$ cat src/rtl/frame_mem_pkg.sv
// Shared types and constants for the frame memory arbiter.
// Optional statistics counters in the arbiter are enabled by FRAME_MEM_ARB_STATS_EN.
package frame_mem_pkg;

  localparam int IMG_W      = 100;
  localparam int IMG_H      = 100;
  localparam int IMG_WORDS  = IMG_W * IMG_H;

  localparam int DEF_ADDR_W = 14;
  localparam int DEF_DATA_W = 32;

  // Owner of a RAM read travelling down the return pipe
  typedef enum logic [1:0] {
    TAG_NONE = 2'd0,
    TAG_DISP = 2'd1,
    TAG_FLT  = 2'd2
  } owner_t;

  // Filter write path state
  typedef enum logic {
    IDLE     = 1'b0,
    WR_ISSUE = 1'b1
  } wrState_t;

endpackage

$ cat src/rtl/frame_mem_tag_pipe.sv
// Owner-tag shift register that tracks reads in flight through the RAM.
// Depth is the number of cycles from grant to the cycle mem_q holds the data.
module frame_mem_tag_pipe
  import frame_mem_pkg::*;
#(
  parameter int DEPTH = 2
) (
  input  logic   clk,
  input  logic   rst_n,
  input  owner_t tag_i,
  output owner_t tag_o
);

  owner_t stage_q [DEPTH];

  // Shift tags one stage per cycle; reset flushes every in-flight read
  always_ff @(posedge clk or negedge rst_n) begin
    if (!rst_n) begin
      for (int i = 0; i < DEPTH; i++) stage_q[i] <= TAG_NONE;
    end else begin
      stage_q[0] <= tag_i;
      for (int i = 1; i < DEPTH; i++) stage_q[i] <= stage_q[i-1];
    end
  end

  assign tag_o = stage_q[DEPTH-1];

endmodule

$ cat src/rtl/frame_mem_arbiter.sv
// Shares the single-port image RAM between the display fetch (fixed priority,
// read-only) and the filter engine (valid/ready, read/write). A starvation
// guard forces a filter slot after STARVE_MAX cycles of waiting.
// Define FRAME_MEM_ARB_STATS_EN to add grant/miss statistics counters.
module frame_mem_arbiter
  import frame_mem_pkg::*;
#(
  parameter int ADDR_W     = DEF_ADDR_W,
  parameter int DATA_W     = DEF_DATA_W,
  parameter int RD_LAT     = 1,
  parameter int STARVE_MAX = 800
) (
  input  logic              clk,
  input  logic              rst_n,
  input  logic              disp_req,
  input  logic [ADDR_W-1:0] disp_addr,
  output logic [DATA_W-1:0] disp_rdata,
  output logic              disp_rvalid,
  output logic              disp_miss,
  input  logic              flt_valid,
  output logic              flt_ready,
  input  logic              flt_we,
  input  logic [ADDR_W-1:0] flt_addr,
  input  logic [DATA_W-1:0] flt_wdata,
  output logic [DATA_W-1:0] flt_rdata,
  output logic              flt_rvalid,
  output logic [ADDR_W-1:0] mem_addr,
  output logic [DATA_W-1:0] mem_wdata,
  output logic              mem_wren,
  input  logic [DATA_W-1:0] mem_q
`ifdef FRAME_MEM_ARB_STATS_EN
  ,
  output logic [31:0]       stat_disp_grants,
  output logic [31:0]       stat_flt_grants,
  output logic [31:0]       stat_disp_miss
`endif
);

  localparam int              WAIT_W   = $clog2(STARVE_MAX + 1);
  localparam logic [WAIT_W-1:0] WAIT_MAX = WAIT_W'(STARVE_MAX);

  logic              starve;
  logic              dispGrant;
  logic              fltGrant;
  logic              dispDrop;
  owner_t            tagIn;
  owner_t            tagOut;

  logic [WAIT_W-1:0] waitCnt_q, waitCnt_d;
  wrState_t          wrState_q;
  logic [ADDR_W-1:0] memAddr_q;
  logic [DATA_W-1:0] memWdata_q;
  logic              memWren_q;
  logic [RD_LAT-1:0] missPipe_q;
  logic              dispMiss_q;
  logic              dispRvalid_q, fltRvalid_q;
  logic [DATA_W-1:0] dispRdata_q, fltRdata_q;

  // Grant decision; flt_ready depends only on flt_valid, disp_req and the wait count
  always_comb begin
    starve    = flt_valid && (waitCnt_q == WAIT_MAX);
    fltGrant  = flt_valid && (!disp_req || starve);
    dispGrant = disp_req && !starve;
    dispDrop  = disp_req && starve;
  end

  assign flt_ready = fltGrant;

  // Owner tag entering the return pipe; filter writes return nothing
  always_comb begin
    tagIn = TAG_NONE;
    if (fltGrant) begin
      tagIn = flt_we ? TAG_NONE : TAG_FLT;
    end else if (dispGrant) begin
      tagIn = TAG_DISP;
    end
  end

  // Wait count: clears when the filter is served or idle, saturates at the limit
  always_comb begin
    waitCnt_d = waitCnt_q;
    if (!flt_valid || fltGrant) begin
      waitCnt_d = '0;
    end else if (waitCnt_q != WAIT_MAX) begin
      waitCnt_d = waitCnt_q + 1'b1;
    end
  end

  // Wait counter register
  always_ff @(posedge clk or negedge rst_n) begin
    if (!rst_n) waitCnt_q <= '0;
    else        waitCnt_q <= waitCnt_d;
  end

  // Register the granted address/data; address holds when nothing is granted
  always_ff @(posedge clk or negedge rst_n) begin
    if (!rst_n) begin
      memAddr_q  <= '0;
      memWdata_q <= '0;
    end else if (fltGrant) begin
      memAddr_q  <= flt_addr;
      memWdata_q <= flt_wdata;
    end else if (dispGrant) begin
      memAddr_q  <= disp_addr;
    end
  end

  // Filter write FSM; WR_ISSUE is the cycle the write strobe is on the RAM port
  always_ff @(posedge clk or negedge rst_n) begin
    if (!rst_n) begin
      wrState_q <= IDLE;
      memWren_q <= 1'b0;
    end else begin
      case (wrState_q)
        IDLE: begin
          if (fltGrant && flt_we) begin
            wrState_q <= WR_ISSUE;
            memWren_q <= 1'b1;
          end else begin
            memWren_q <= 1'b0;
          end
        end
        WR_ISSUE: begin
          if (fltGrant && flt_we) begin
            wrState_q <= WR_ISSUE;
            memWren_q <= 1'b1;
          end else begin
            wrState_q <= IDLE;
            memWren_q <= 1'b0;
          end
        end
        default: begin
          wrState_q <= IDLE;
          memWren_q <= 1'b0;
        end
      endcase
    end
  end

  frame_mem_tag_pipe #(
    .DEPTH (RD_LAT + 1)
  ) u_tag_pipe (
    .clk   (clk),
    .rst_n (rst_n),
    .tag_i (tagIn),
    .tag_o (tagOut)
  );

  // Delay a dropped display request so its miss pulse lands in the slot mem_q would have had
  always_ff @(posedge clk or negedge rst_n) begin
    if (!rst_n) begin
      missPipe_q <= '0;
      dispMiss_q <= 1'b0;
    end else begin
      missPipe_q[0] <= dispDrop;
      for (int i = 1; i < RD_LAT; i++) missPipe_q[i] <= missPipe_q[i-1];
      dispMiss_q <= missPipe_q[RD_LAT-1];
    end
  end

  // Capture returning data for its owner; rdata holds until the next valid
  always_ff @(posedge clk or negedge rst_n) begin
    if (!rst_n) begin
      dispRvalid_q <= 1'b0;
      fltRvalid_q  <= 1'b0;
      dispRdata_q  <= '0;
      fltRdata_q   <= '0;
    end else begin
      dispRvalid_q <= (tagOut == TAG_DISP);
      fltRvalid_q  <= (tagOut == TAG_FLT);
      if (tagOut == TAG_DISP) dispRdata_q <= mem_q;
      if (tagOut == TAG_FLT)  fltRdata_q  <= mem_q;
    end
  end

  assign mem_addr    = memAddr_q;
  assign mem_wdata   = memWdata_q;
  assign mem_wren    = memWren_q;
  assign disp_miss   = dispMiss_q;
  assign disp_rvalid = dispRvalid_q;
  assign disp_rdata  = dispRdata_q;
  assign flt_rvalid  = fltRvalid_q;
  assign flt_rdata   = fltRdata_q;

`ifdef FRAME_MEM_ARB_STATS_EN
  logic [31:0] statDisp_q, statFlt_q, statMiss_q;

  // Wrap-around event counters, counted at grant time
  always_ff @(posedge clk or negedge rst_n) begin
    if (!rst_n) begin
      statDisp_q <= '0;
      statFlt_q  <= '0;
      statMiss_q <= '0;
    end else begin
      if (dispGrant) statDisp_q <= statDisp_q + 32'd1;
      if (fltGrant)  statFlt_q  <= statFlt_q + 32'd1;
      if (dispDrop)  statMiss_q <= statMiss_q + 32'd1;
    end
  end

  assign stat_disp_grants = statDisp_q;
  assign stat_flt_grants  = statFlt_q;
  assign stat_disp_miss   = statMiss_q;
`endif

endmodule
$ cat config.mk
export PLATFORM = sky130hd
export DESIGN_NAME = frame_mem_arbiter
export DESIGN_NICKNAME = d
export VERILOG_FILES = /design/src/rtl/frame_mem_pkg.sv /design/src/rtl/frame_mem_tag_pipe.sv /design/src/rtl/frame_mem_arbiter.sv
export SDC_FILE = /design/constraint.sdc
export NUM_CORES = 1
export LEC_CHECK = 0
export CAP_MARGIN = 10
export CELL_PAD_IN_SITES_DETAIL_PLACEMENT = 2
export CELL_PAD_IN_SITES_GLOBAL_PLACEMENT = 2
export CORE_MARGIN = 5
export CORE_UTILIZATION = 28
export CTS_BUF_LIST = sky130_fd_sc_hd__clkbuf_4 sky130_fd_sc_hd__clkbuf_8 sky130_fd_sc_hd__clkbuf_16
export CTS_CLUSTER_DIAMETER = 150
export DETAILED_ROUTE_END_ITERATION = 8
export PLACE_DENSITY_LB_ADDON = 0.12
export SYNTH_ARGS = -nofsm -noshare
export SYNTH_HDL_FRONTEND = slang
export SYNTH_SLANG_ARGS = --single-unit
export TNS_END_PERCENT = 50
$ cat constraint.sdc
create_clock -name clk -period 2.4 [get_ports clk]
set_input_delay 0.6 -clock clk [delete_from_list [all_inputs] [get_ports clk]]
set_output_delay 0.6 -clock clk [all_outputs]
set_load 0.02 [all_outputs]
==> flow_summary.rst, run 1 <==
.. list-table::
   :header-rows: 1

   * - Metric
     - Value
   * - Clock Pin Slew Worst Setup and Hold Paths
     - 60 ps
   * - Type of the worst setup path
     - flip-flop to output pin
   * - Global-route wire length before repair
     - 35.1 mm
   * - Worst-path fanout max
     - 2
   * - Net switching power
     - 0.00222 W
   * - Seq pwr share
     - 37.9%
   * - Type of element launching the critical path
     - flip-flop
   * - RSZ-0062 raised after global routing
     - yes
   * - Final count of hold timing violations
     - 0
   * - Port Buf Inserts
     - 211
   * - Hold Path Class
     - input pin to async pin
   * - EDFF count, synth
     - 0
   * - End of the worst register-to-register path
     - mem_addr[5]$_DFFE_PN0P_
   * - Slew @ Worst Pin
     - 658 ps
   * - Clock tree root driver cell
     - clkbuf_16
   * - Final global-route overflow total
     - 0
   * - Number of nets still failing antenna checks after routing
     - 0
   * - Depth of the worst register-to-register path
     - 7
   * - Main flop type after synthesis
     - dfrtp_1
   * - Core box area
     - 0.0217 mm²
   * - Final Wtd Congestion
     - 0.769
   * - Largest net degree at the start of global routing
     - 67
   * - Pwr Density
     - 768 mW/mm²
   * - Post-synth top area share
     - 52.8%
   * - Clock latency on the worst-skew pair
     - 420 ps
   * - Leakage
     - 3.64 nW
   * - Worst-case clock buffer depth
     - 2
   * - Total nets after synthesis
     - 636
   * - Mapped cell area
     - 0.00612 mm²
   * - Count of mapped cells out of synthesis
     - 537
   * - Wire per inst
     - 21.7 µm
   * - Max-cap violation count
     - 0
   * - Tmin final
     - 2340 ps
   * - Worst setup slack after placement
     - -6.83 ps
   * - Fraction of power consumed by the clock network
     - 36.0%
   * - Sequential cell area in the final layout
     - 0.00323 mm²
   * - TritonCTS clock tree
     - done
   * - Starting Density
     - 28.2%
   * - Sequential share of the synthesized area
     - 52.8%
   * - Rel. slew slack
     - 56.2%
   * - Die Height
     - 158 µm
   * - Layout cell share with drive strength beyond 1
     - 19.8%
   * - DR iter-0 viols
     - 340
   * - Period Utilization, post-route
     - 97.6%
   * - Top-level I/O count
     - 212
   * - Sw frac
     - 31.5%
   * - Total of flip-flops plus latches after synthesis
     - 129
   * - Ratio of routed vias to standard cells
     - 5.25
   * - Total internal power
     - 0.00481 W
   * - Status
     - finished clean
   * - DIE WIDTH
     - 158 µm
   * - Required arrival time at the worst endpoint
     - 1800 ps
   * - Top post-synthesis cells by area
     - dfrtp_1 (53%), mux2_2 (12%), a222oi_1 (5.2%)
   * - Die outline area
     - 0.0249 mm²
   * - Mean Syn Cell Area
     - 11.4 µm²
   * - Diodes inserted
     - 0
   * - Async SR Flop Fraction
     - 100%
   * - DP HPWL
     - 15.5 mm
   * - Total power
     - 0.00703 W
   * - Maximum clock rate
     - 427 MHz
   * - Total of hold buffers inserted after clock tree synthesis
     - 0
   * - CP Capture Type
     - output pin
   * - Netlist cell types
     - 33
   * - Iteration count of the initial detailed-routing pass
     - 5
   * - Accumulated negative setup slack
     - 0 ps
   * - Total count of max-transition violations in the final report
     - 0
   * - Yosys warning count
     - 0
   * - Final setup violation count
     - 0
   * - Cts bufs inserted
     - 17
   * - Cell types with the highest counts after synthesis
     - dfrtp_1 (129), mux2_2 (64), and2_1 (46)
   * - Leading area contributor after synthesis
     - dfrtp_1
   * - Number of sinks on the clock net
     - 129
   * - Combined area of the multi-input logic cells
     - 0.00267 mm²
   * - Part of the total power dissipated in combinational logic
     - 26.1%
   * - Leading cell type by number of instances after synthesis
     - dfrtp_1
   * - Nets
     - 840
   * - Detailed-route via count
     - 5424
   * - Area added between synthesis and finish
     - 49.6%
   * - Arrival @ worst endpoint
     - 1740 ps
   * - Clock Skews
     - 13.0 ps
   * - Number of global-route vias before repair
     - 6146
   * - Worst-case vdd ir drop
     - 0.437 mV
   * - Fillcell total
     - 2241
   * - # DRC
     - 0
   * - Initial antenna violation count
     - 1
   * - Total length of routed wires
     - 22.4 mm
   * - Reg-to-reg critical path startpoint
     - waitCnt_q[1]$_DFFE_PN0P_
   * - Cell row count
     - 54
   * - Min setup slack post-route
     - 58.6 ps
   * - Worst reg-to-reg setup slack
     - 470 ps
   * - Maximum level of the CTS H-tree
     - 4
   * - GRT Total Usage
     - 18.1%
-- power groups by stage --
stage | combinational (W) | clock [W] | sequential, W
floorplan | 0.000469 | 0 | 0.00304
global placement | 0.00181 | 0 | 0.00268
detailed placement | 0.00186 | 0 | 0.00271
CTS | 0.00187 | 0.00261 | 0.00267
global route | 0.00195 | 0.00271 | 0.00271
finish | 0.00184 | 0.00253 | 0.00266
-- critical path, cell delays in order (launching register included) --
cell and delay [ps]:
dfrtp_1 390, or3_4 400, o31a_1 270, nor2_1 110, buf_4 160
-- metrics by stage --
stage | cells | hold WS (ps) | instance area, µm² | util [%]
after floorplan | 537 | 304 | 6120 | -
after global placement | 1002 | 333 | 8580 | 39.5
after detailed placement | 1002 | 343 | 8580 | 39.5
after CTS | 1034 | 80.8 | 9140 | 42.2
after global routing | 1034 | 92.6 | 9160 | 42.2
final | 1034 | 79.1 | 9160 | 42.2
-- cell families after synthesis --
logic type | share of synthesized area [%]
multiplexers | 11.8
AND/OR/NAND/NOR | 16.6
buffers and inverters | 4.03
AO/OA/AOI/OAI | 14.0
adder cells (fa/ha/maj) | 0.409
XOR/XNOR | 0.430
flip-flops | 52.8
-- cell type report --
type | count | share of cell area (%)
sequential | 129 | 35.3
tap | 280 | 3.83
inverter | 7 | 0.287
clock inverter | 15 | 1.56
multi-input combinational | 350 | 29.2
timing repair buffer | 236 | 25.3
clock buffer | 17 | 4.65
-- layer usage --
| metal | share of wire, % | vias to the layer above | global-route usage, % |
|---|---|---|---|
| met5 | 0.058 | - | 0 |
| met4 | 1.4 | 2 | 5.37 |
| met3 | 5.0 | 21 | 3.34 |
| met2 | 52 | 166 | 32.2 |
| met1 | 42 | 2796 | 22.3 |
| li1 | - | 2439 | - |
-- state kept, by name, indices dropped and copies added, names as in the netlist --
signal	cells
disp_rdata	32
flt_rdata	32
mem_wdata	32
mem_addr	14
waitCnt_q	10
u_tag_pipe.stage_q	2
u_tag_pipe.tag_o	2
disp_miss	1
disp_rvalid	1
flt_rvalid	1
mem_wren	1
missPipe_q	1
-- cells in the final DEF, fill, tap and decap left out, types with 2 or more instances in the layout --
cell             instances
and2_1                  46
dfrtp_1                129
buf_2                    2
buf_12                   2
o221a_2                 14
o21ai_0                 36
or4_1                   33
nand3_1                 37
buf_4                   24
clkinvlp_4               2
a222oi_1                32
a211o_1                 14
inv_6                    6
inv_1                    5
nor3_1                   2
nand4_1                  2
nor2_1                   7
or3_1                    4
clkdlybuf4s50_1        207
a21oi_1                  5
xor2_1                   2
clkbuf_16               17
inv_2                    2
nand2_1                 36
inv_8                    4
mux2_2                  64
-- how the worst max path moves through the flow --
stage                                         from        end  slack [ps]  cells after the start
after global routing      waitCnt_q[7]$_DFFE_PN0P_  flt_ready         -30                      4
after CTS                 waitCnt_q[7]$_DFFE_PN0P_  flt_ready          20                      4
final                     waitCnt_q[7]$_DFFE_PN0P_  flt_ready          60                      4
after detailed placement  waitCnt_q[7]$_DFFE_PN0P_  flt_ready          -7                      4
after floorplan           waitCnt_q[0]$_DFFE_PN0P_  flt_ready         110                      7
after global placement    waitCnt_q[7]$_DFFE_PN0P_  flt_ready          20                      4
-- timing repair --
action                     CTS  global route
gates resized for setup      6             3
buffers inserted             0             0
setup endpoints to repair    1             1
Power figures use the tool's default switching activity.
==> run 2: changes to the inputs <==
--- a/config.mk
+++ b/config.mk
@@ -14,6 +14,7 @@
 export CTS_CLUSTER_DIAMETER = 150
 export DETAILED_ROUTE_END_ITERATION = 8
 export PLACE_DENSITY_LB_ADDON = 0.12
+export SKIP_LAST_GASP = 1
 export SYNTH_ARGS = -nofsm -noshare
 export SYNTH_HDL_FRONTEND = slang
 export SYNTH_SLANG_ARGS = --single-unit
==> flow_summary.rst, run 2 (synthesis gave the netlist of run 1 again) <==
.. list-table::
   :header-rows: 1

   * - Metric
     - Value
   * - Status
     - finished clean
   * - Worst-case vdd ir drop
     - 0.434 mV (-0.54%)
   * - Fillcell total
     - 2242 (+0.045%)
   * - Fraction of power consumed by the clock network
     - 35.9% (about the same)
   * - Wire per inst
     - 21.7 µm (about the same)
   * - Port Buf Inserts
     - 211 (unchanged)
   * - Tmin final
     - 2340 ps (-0.297 ps)
   * - Instance count after placement with tap cells included
     - 1002 (unchanged)
   * - Final Cell Area
     - 0.00915 mm² (-0.11%)
   * - Nets
     - 840 (unchanged)
   * - Final global-route overflow total
     - 0 (unchanged)
   * - Rel. slew slack
     - 54.7% (-1.5 points)
   * - Type of the worst setup path
     - flip-flop to output pin
   * - Total count of max-transition violations in the final report
     - 0 (unchanged)
   * - DR iter-0 viols
     - 340 (unchanged)
   * - Top-level I/O count
     - 212 (unchanged)
   * - Detailed-route via count
     - 5437 (+0.24%)
   * - # DRC
     - 0 (unchanged)
   * - Clock latency on the worst-skew pair
     - 420 ps (about the same)
   * - Core box area
     - 0.0217 mm² (unchanged)
   * - Initial antenna violation count
     - 1 (unchanged)
   * - Arrival @ worst endpoint
     - 1740 ps (about the same)
   * - Post-CTS Setup Repair Bufs
     - 0 (unchanged)
   * - Leakage
     - 3.63 nW (about the same)
   * - Clock tree root driver cell
     - clkbuf_16
   * - Starting Density
     - 28.2% (unchanged)
   * - Period Utilization, post-route
     - 97.5% (about the same)
   * - Seq pwr share
     - 37.9% (about the same)
   * - Worst-case clock buffer depth
     - 2 (unchanged)
   * - Diodes inserted
     - 0 (unchanged)
   * - Slowest cell on crit path
     - or3_4
   * - Largest net degree at the start of global routing
     - 67 (unchanged)
   * - Slew @ Worst Pin
     - 680 ps (+22.3 ps)
   * - Type of element launching the critical path
     - flip-flop
   * - Final non-filler cell total
     - 1034 (unchanged)
   * - DIE WIDTH
     - 158 µm (unchanged)
   * - Largest stage delay on the critical path
     - 400 ps (about the same)
   * - Sw frac
     - 31.5% (-0.063 points)
   * - CP Capture Type
     - output pin
   * - Clock Pin Slew Worst Setup and Hold Paths
     - 60 ps (about the same)
   * - Cts bufs inserted
     - 17 (unchanged)
   * - Hold Path Class
     - input pin to async pin
   * - Iteration count of the initial detailed-routing pass
     - 7 (+2)
   * - Area added between synthesis and finish
     - 49.5%
   * - Layout cell share with drive strength beyond 1
     - 19.6% (-0.13 points)
   * - Ratio of routed vias to standard cells
     - 5.26 (+0.24%)
   * - Final setup violation count
     - 0 (unchanged)
   * - Highest-count cells in the layout ignoring fill and taps
     - clkdlybuf4s50_1 (207), dfrtp_1 (129), mux2_2 (64)
   * - TritonCTS clock tree
     - done
   * - Die outline area
     - 0.0249 mm² (unchanged)
   * - GRT Total Usage
     - 18.1% (unchanged)
   * - Total length of routed wires
     - 22.4 mm (about the same)
   * - Global-route wire length before repair
     - 35.1 mm (unchanged)
   * - Pwr Density
     - 768 mW/mm² (about the same)
   * - Final count of hold timing violations
     - 0 (unchanged)
   * - Clock Skews
     - 10.9 ps (-2.13 ps)
   * - Hold Slack
     - 81.1 ps (+2.00 ps)
   * - Die Height
     - 158 µm (unchanged)
   * - Worst reg-to-reg setup slack
     - 430 ps (-40 ps)
   * - Most common cell after layout, fill and taps aside
     - clkdlybuf4s50_1
   * - Maximum clock rate
     - 427 MHz (about the same)
   * - Maximum level of the CTS H-tree
     - 4 (unchanged)
   * - Number of sinks on the clock net
     - 129 (unchanged)
   * - Depth of the worst register-to-register path
     - 7 (unchanged)
   * - Post-place instance area
     - 0.00858 mm² (unchanged)
   * - Final Wtd Congestion
     - 0.769 (unchanged)
   * - Reg-to-reg critical path startpoint
     - waitCnt_q[0]$_DFFE_PN0P_
   * - Accumulated negative setup slack
     - 0 ps (unchanged)
   * - End of the worst register-to-register path
     - mem_addr[5]$_DFFE_PN0P_
   * - Max-cap violation count
     - 0 (unchanged)
   * - Part of the total power dissipated in combinational logic
     - 26.1% (about the same)
   * - Required arrival time at the worst endpoint
     - 1800 ps (about the same)
   * - RSZ-0062 raised after global routing
     - yes
   * - Cell row count
     - 54 (unchanged)
   * - Share of the core filled with cells in the final layout
     - 42.2% (-0.046 points)
   * - Number of nets still failing antenna checks after routing
     - 0 (unchanged)
   * - Worst-path fanout max
     - 2 (unchanged)
   * - Total internal power
     - 0.00481 W (about the same)
   * - Net switching power
     - 0.00221 W (-0.32%)
   * - Number of global-route vias before repair
     - 6146 (unchanged)
   * - DP HPWL
     - 15.5 mm (unchanged)
   * - Sequence of cells on the critical path
     - or3_4 -> o31a_1 -> nor2_1 -> buf_4
   * - Total of hold buffers inserted after clock tree synthesis
     - 0 (unchanged)
run 2: worst max-delay path, delay by kind of cell (launching register included):
family / cells / cell delay [ps]
and+or+nand+nor: 2 / 510
DFF: 1 / 390
AOI/OAI and AO/OA: 1 / 270
buffers and inverters: 1 / 160
run 2: area by class of cell:
| class | instances | area, µm² | area share (%) |
|---|---|---|---|
| clock buffers | 17 | 425 | 4.65 |
| clock inverters | 15 | 143 | 1.56 |
| inverters | 7 | 26.3 | 0.287 |
| multi-input cells | 350 | 2660 | 29.1 |
| flip-flops and latches | 129 | 3230 | 35.3 |
| well taps | 280 | 350 | 3.83 |
| repair buffers | 236 | 2310 | 25.3 |
run 2: per-layer routing:
metal  routed length, µm  share of wire, %  vias up  global-route usage, %
met2               11500                51      164                   32.2
li1                    -                 -     2444                      -
met5                  13             0.058        -                      0
met3                1110               5.0       21                   3.34
met1                9470                42     2806                   22.3
met4                 316               1.4        2                   5.37
run 2: per-stage QoR:
step / total power [W] / setup WS (ps)
CTS: 0.00715 / 19.2
finish: 0.00702 / 58.9
global route: 0.00736 / -51.0
global placement: 0.00450 / 21.6
detailed placement: 0.00457 / -6.83
floorplan: 0.00351 / 115
run 2: how the worst max path moves through the flow:
stage,from,end,slack [ps],cells after the start
after CTS,waitCnt_q[7]$_DFFE_PN0P_,flt_ready,20,4
after global routing,waitCnt_q[1]$_DFFE_PN0P_,flt_ready,-50,6
final,waitCnt_q[7]$_DFFE_PN0P_,flt_ready,60,4
after detailed placement,waitCnt_q[7]$_DFFE_PN0P_,flt_ready,-7,4
after floorplan,waitCnt_q[0]$_DFFE_PN0P_,flt_ready,110,7
after global placement,waitCnt_q[7]$_DFFE_PN0P_,flt_ready,20,4
run 2: repair_timing:
item                       in CTS  in global routing
resized for setup               6                  1
gates cloned                    0                  0
setup endpoints to repair       1                  1
hold endpoints to repair        0                  0
run 2: power groups by stage:
stage / combinational (W) / clock [W] / sequential (W)
floorplan: 0.000469 / 0 / 0.00304
global placement: 0.00181 / 0 / 0.00268
CTS: 0.00187 / 0.00261 / 0.00267
global route: 0.00195 / 0.00271 / 0.00271
detailed placement: 0.00186 / 0 / 0.00271
finish: 0.00183 / 0.00252 / 0.00266
==> run 3: changes to the inputs <==
--- a/config.mk
+++ b/config.mk
@@ -13,7 +13,7 @@
 export CTS_BUF_LIST = sky130_fd_sc_hd__clkbuf_4 sky130_fd_sc_hd__clkbuf_8 sky130_fd_sc_hd__clkbuf_16
 export CTS_CLUSTER_DIAMETER = 150
 export DETAILED_ROUTE_END_ITERATION = 8
-export PLACE_DENSITY_LB_ADDON = 0.12
+export PLACE_DENSITY = 0.76
 export SKIP_LAST_GASP = 1
 export SYNTH_ARGS = -nofsm -noshare
 export SYNTH_HDL_FRONTEND = slang
==> flow_summary.rst, run 3 (synthesis gave the netlist of run 1 again) <==
.. list-table::
   :header-rows: 1

   * - Metric
     - Value
   * - Status
     - finished clean
   * - Area added between synthesis and finish
     - 50.0%
   * - Fillcell total
     - 2218 (-1.1%)
   * - Initial antenna violation count
     - 2 (+1)
   * - Sequence of cells on the critical path
     - or3_4 -> o31a_1 -> nor2_1 -> buf_4
   * - Layout cell share with drive strength beyond 1
     - 19.3% (-0.32 points)
   * - Number of global-route vias before repair
     - 6080 (-1.1%)
   * - Number of sinks on the clock net
     - 129 (unchanged)
   * - Iteration count of the initial detailed-routing pass
     - 5 (-2)
   * - Number of buffer and inverter stages on the critical path
     - 1 (unchanged)
   * - Number of nets still failing antenna checks after routing
     - 0 (unchanged)
   * - Period Utilization, post-route
     - 97.0% (-0.52 points)
   * - Total count of max-transition violations in the final report
     - 0 (unchanged)
   * - Depth of the worst register-to-register path
     - 7 (unchanged)
   * - Slowest cell on crit path
     - or3_4
   * - Nets
     - 837 (-0.36%)
   * - Die Height
     - 158 µm (unchanged)
   * - Wire per inst
     - 22.2 µm (+2.5%)
   * - Core box area
     - 0.0217 mm² (unchanged)
   * - Final non-filler cell total
     - 1032 (-0.19%)
   * - Final Wtd Congestion
     - 0.749 (-2.6%)
   * - Most common cell after layout, fill and taps aside
     - clkdlybuf4s50_1
   * - Worst reg-to-reg setup slack
     - 450 ps (+20 ps)
   * - Total length of routed wires
     - 23.0 mm (+2.3%)
   * - Leakage
     - 3.65 nW (+0.33%)
   * - DP HPWL
     - 15.7 mm (+1.3%)
   * - Total of hold buffers inserted after clock tree synthesis
     - 0 (unchanged)
   * - Cts bufs inserted
     - 17 (unchanged)
   * - Quantity of gates resized following cts
     - 5 (-1)
   * - Ratio of routed vias to standard cells
     - 5.27 (+0.25%)
   * - Cell class contributing the biggest share of worst-path delay
     - simple AND/OR/NAND/NOR gates
   * - End of the worst register-to-register path
     - mem_addr[0]$_DFFE_PN0P_
   * - Clock Skews
     - 11.8 ps (+0.933 ps)
   * - Worst-case vdd ir drop
     - 0.382 mV (-12%)
   * - Starting Density
     - 28.2% (unchanged)
   * - Reg-to-reg critical path startpoint
     - waitCnt_q[0]$_DFFE_PN0P_
   * - # DRC
     - 0 (unchanged)
   * - Instance count after placement with tap cells included
     - 999 (-0.30%)
   * - Required arrival time at the worst endpoint
     - 1800 ps (about the same)
   * - Worst-case clock buffer depth
     - 2 (unchanged)
   * - Clock latency on the worst-skew pair
     - 420 ps (about the same)
   * - Top-level I/O count
     - 212 (unchanged)
   * - Pwr Density
     - 790 mW/mm² (+2.9%)
   * - Type of the worst setup path
     - flip-flop to output pin
   * - Clock tree root driver cell
     - clkbuf_16
   * - Path length in cells of the critical path
     - 4 (unchanged)
   * - Clock Pin Slew Worst Setup and Hold Paths
     - 70 ps (about the same)
   * - Arrival @ worst endpoint
     - 1730 ps (about the same)
   * - Largest net degree at the start of global routing
     - 67 (unchanged)
   * - Port Buf Inserts
     - 211 (unchanged)
   * - Hold Path Class
     - input pin to async pin
   * - Final global-route overflow total
     - 0 (unchanged)
   * - Maximum level of the CTS H-tree
     - 4 (unchanged)
   * - CP Capture Type
     - output pin
   * - Detailed-route via count
     - 5440 (+0.055%)
   * - TritonCTS clock tree
     - done
   * - DIE WIDTH
     - 158 µm (unchanged)
   * - Rel. slew slack
     - 54.4% (-0.26 points)
   * - Largest stage delay on the critical path
     - 390 ps (about the same)
   * - Highest-count cells in the layout ignoring fill and taps
     - clkdlybuf4s50_1 (207), dfrtp_1 (129), mux2_2 (64)
   * - Die outline area
     - 0.0249 mm² (unchanged)
   * - Tmin final
     - 2330 ps (-12.6 ps)
   * - Worst-path fanout max
     - 2 (unchanged)
   * - GRT Total Usage
     - 18.1% (+0.044 points)
   * - Slew @ Worst Pin
     - 684 ps (+3.91 ps)
   * - DR iter-0 viols
     - 305 (-10%)
   * - Global-route wire length before repair
     - 35.3 mm (+0.67%)
   * - Cell row count
     - 54 (unchanged)
   * - Final count of hold timing violations
     - 0 (unchanged)
   * - Post-CTS Setup Repair Bufs
     - 0 (unchanged)
   * - Hold Slack
     - 182 ps (+101 ps)
   * - Final setup violation count
     - 0 (unchanged)
   * - Max-cap violation count
     - 0 (unchanged)
   * - Type of element launching the critical path
     - flip-flop
   * - Maximum clock rate
     - 429 MHz (+0.54%)
==> run 3: report_power, final <==
part / leakage [nW] / switching [W] / internal [W]
clock network: 0.296 / 0.00114 / 0.00159
registers: 1.54 / 0.000197 / 0.00248
logic: 1.81 / 0.000889 / 0.000960
==> run 3: metal layers <==
layer,vias to the layer above,routed length (µm),GRT usage (%)
li1,2441,-,-
met1,2802,9860,22.8
met2,170,11600,31.8
met3,25,1210,3.61
met4,2,309,4.79
met5,-,13,0
==> run 3: metrics by stage <==
stage | setup WS, ps | area (µm²) | util, % | setup TNS, ps | total power (W)
floorplan | 115 | 6120 | - | 0 | 0.00351
global placement | 26.2 | 8560 | 39.5 | 0 | 0.00449
detailed placement | 10.0 | 8560 | 39.5 | 0 | 0.00459
CTS | 18.8 | 9170 | 42.3 | 0 | 0.00739
global route | -11.0 | 9180 | 42.3 | -11.0 | 0.00759
finish | 71.5 | 9180 | 42.3 | 0 | 0.00725
==> run 3: layout make-up <==
cell class | count | area, µm² | area share (%)
antenna | 1 | 2.50 | 0.0273
clock buffer | 17 | 425 | 4.63
clock inverter | 15 | 189 | 2.06
inverter | 7 | 26.3 | 0.286
multi-input combinational | 350 | 2660 | 29.0
sequential | 129 | 3230 | 35.2
tap | 280 | 350 | 3.82
timing repair buffer | 233 | 2300 | 25.1
==> run 3: worst register-to-register path, delay by kind of cell, from the launching register on <==
family | cells | cell delay, ps
buffers and inverters | 3 | 650
flip-flops | 1 | 390
adder cells (fa/ha/maj) | 1 | 180
AND/OR/NAND/NOR | 1 | 60
AO/OA/AOI/OAI | 2 | 610
==> run 3: worst max-delay path by stage <==
stage / start / to / slack [ps]
floorplan: waitCnt_q[0]$_DFFE_PN0P_ / flt_ready / 110
global placement: waitCnt_q[7]$_DFFE_PN0P_ / flt_ready / 30
detailed placement: waitCnt_q[7]$_DFFE_PN0P_ / flt_ready / 10
CTS: waitCnt_q[7]$_DFFE_PN0P_ / flt_ready / 20
global route: waitCnt_q[1]$_DFFE_PN0P_ / flt_ready / -10
finish: waitCnt_q[7]$_DFFE_PN0P_ / flt_ready / 70
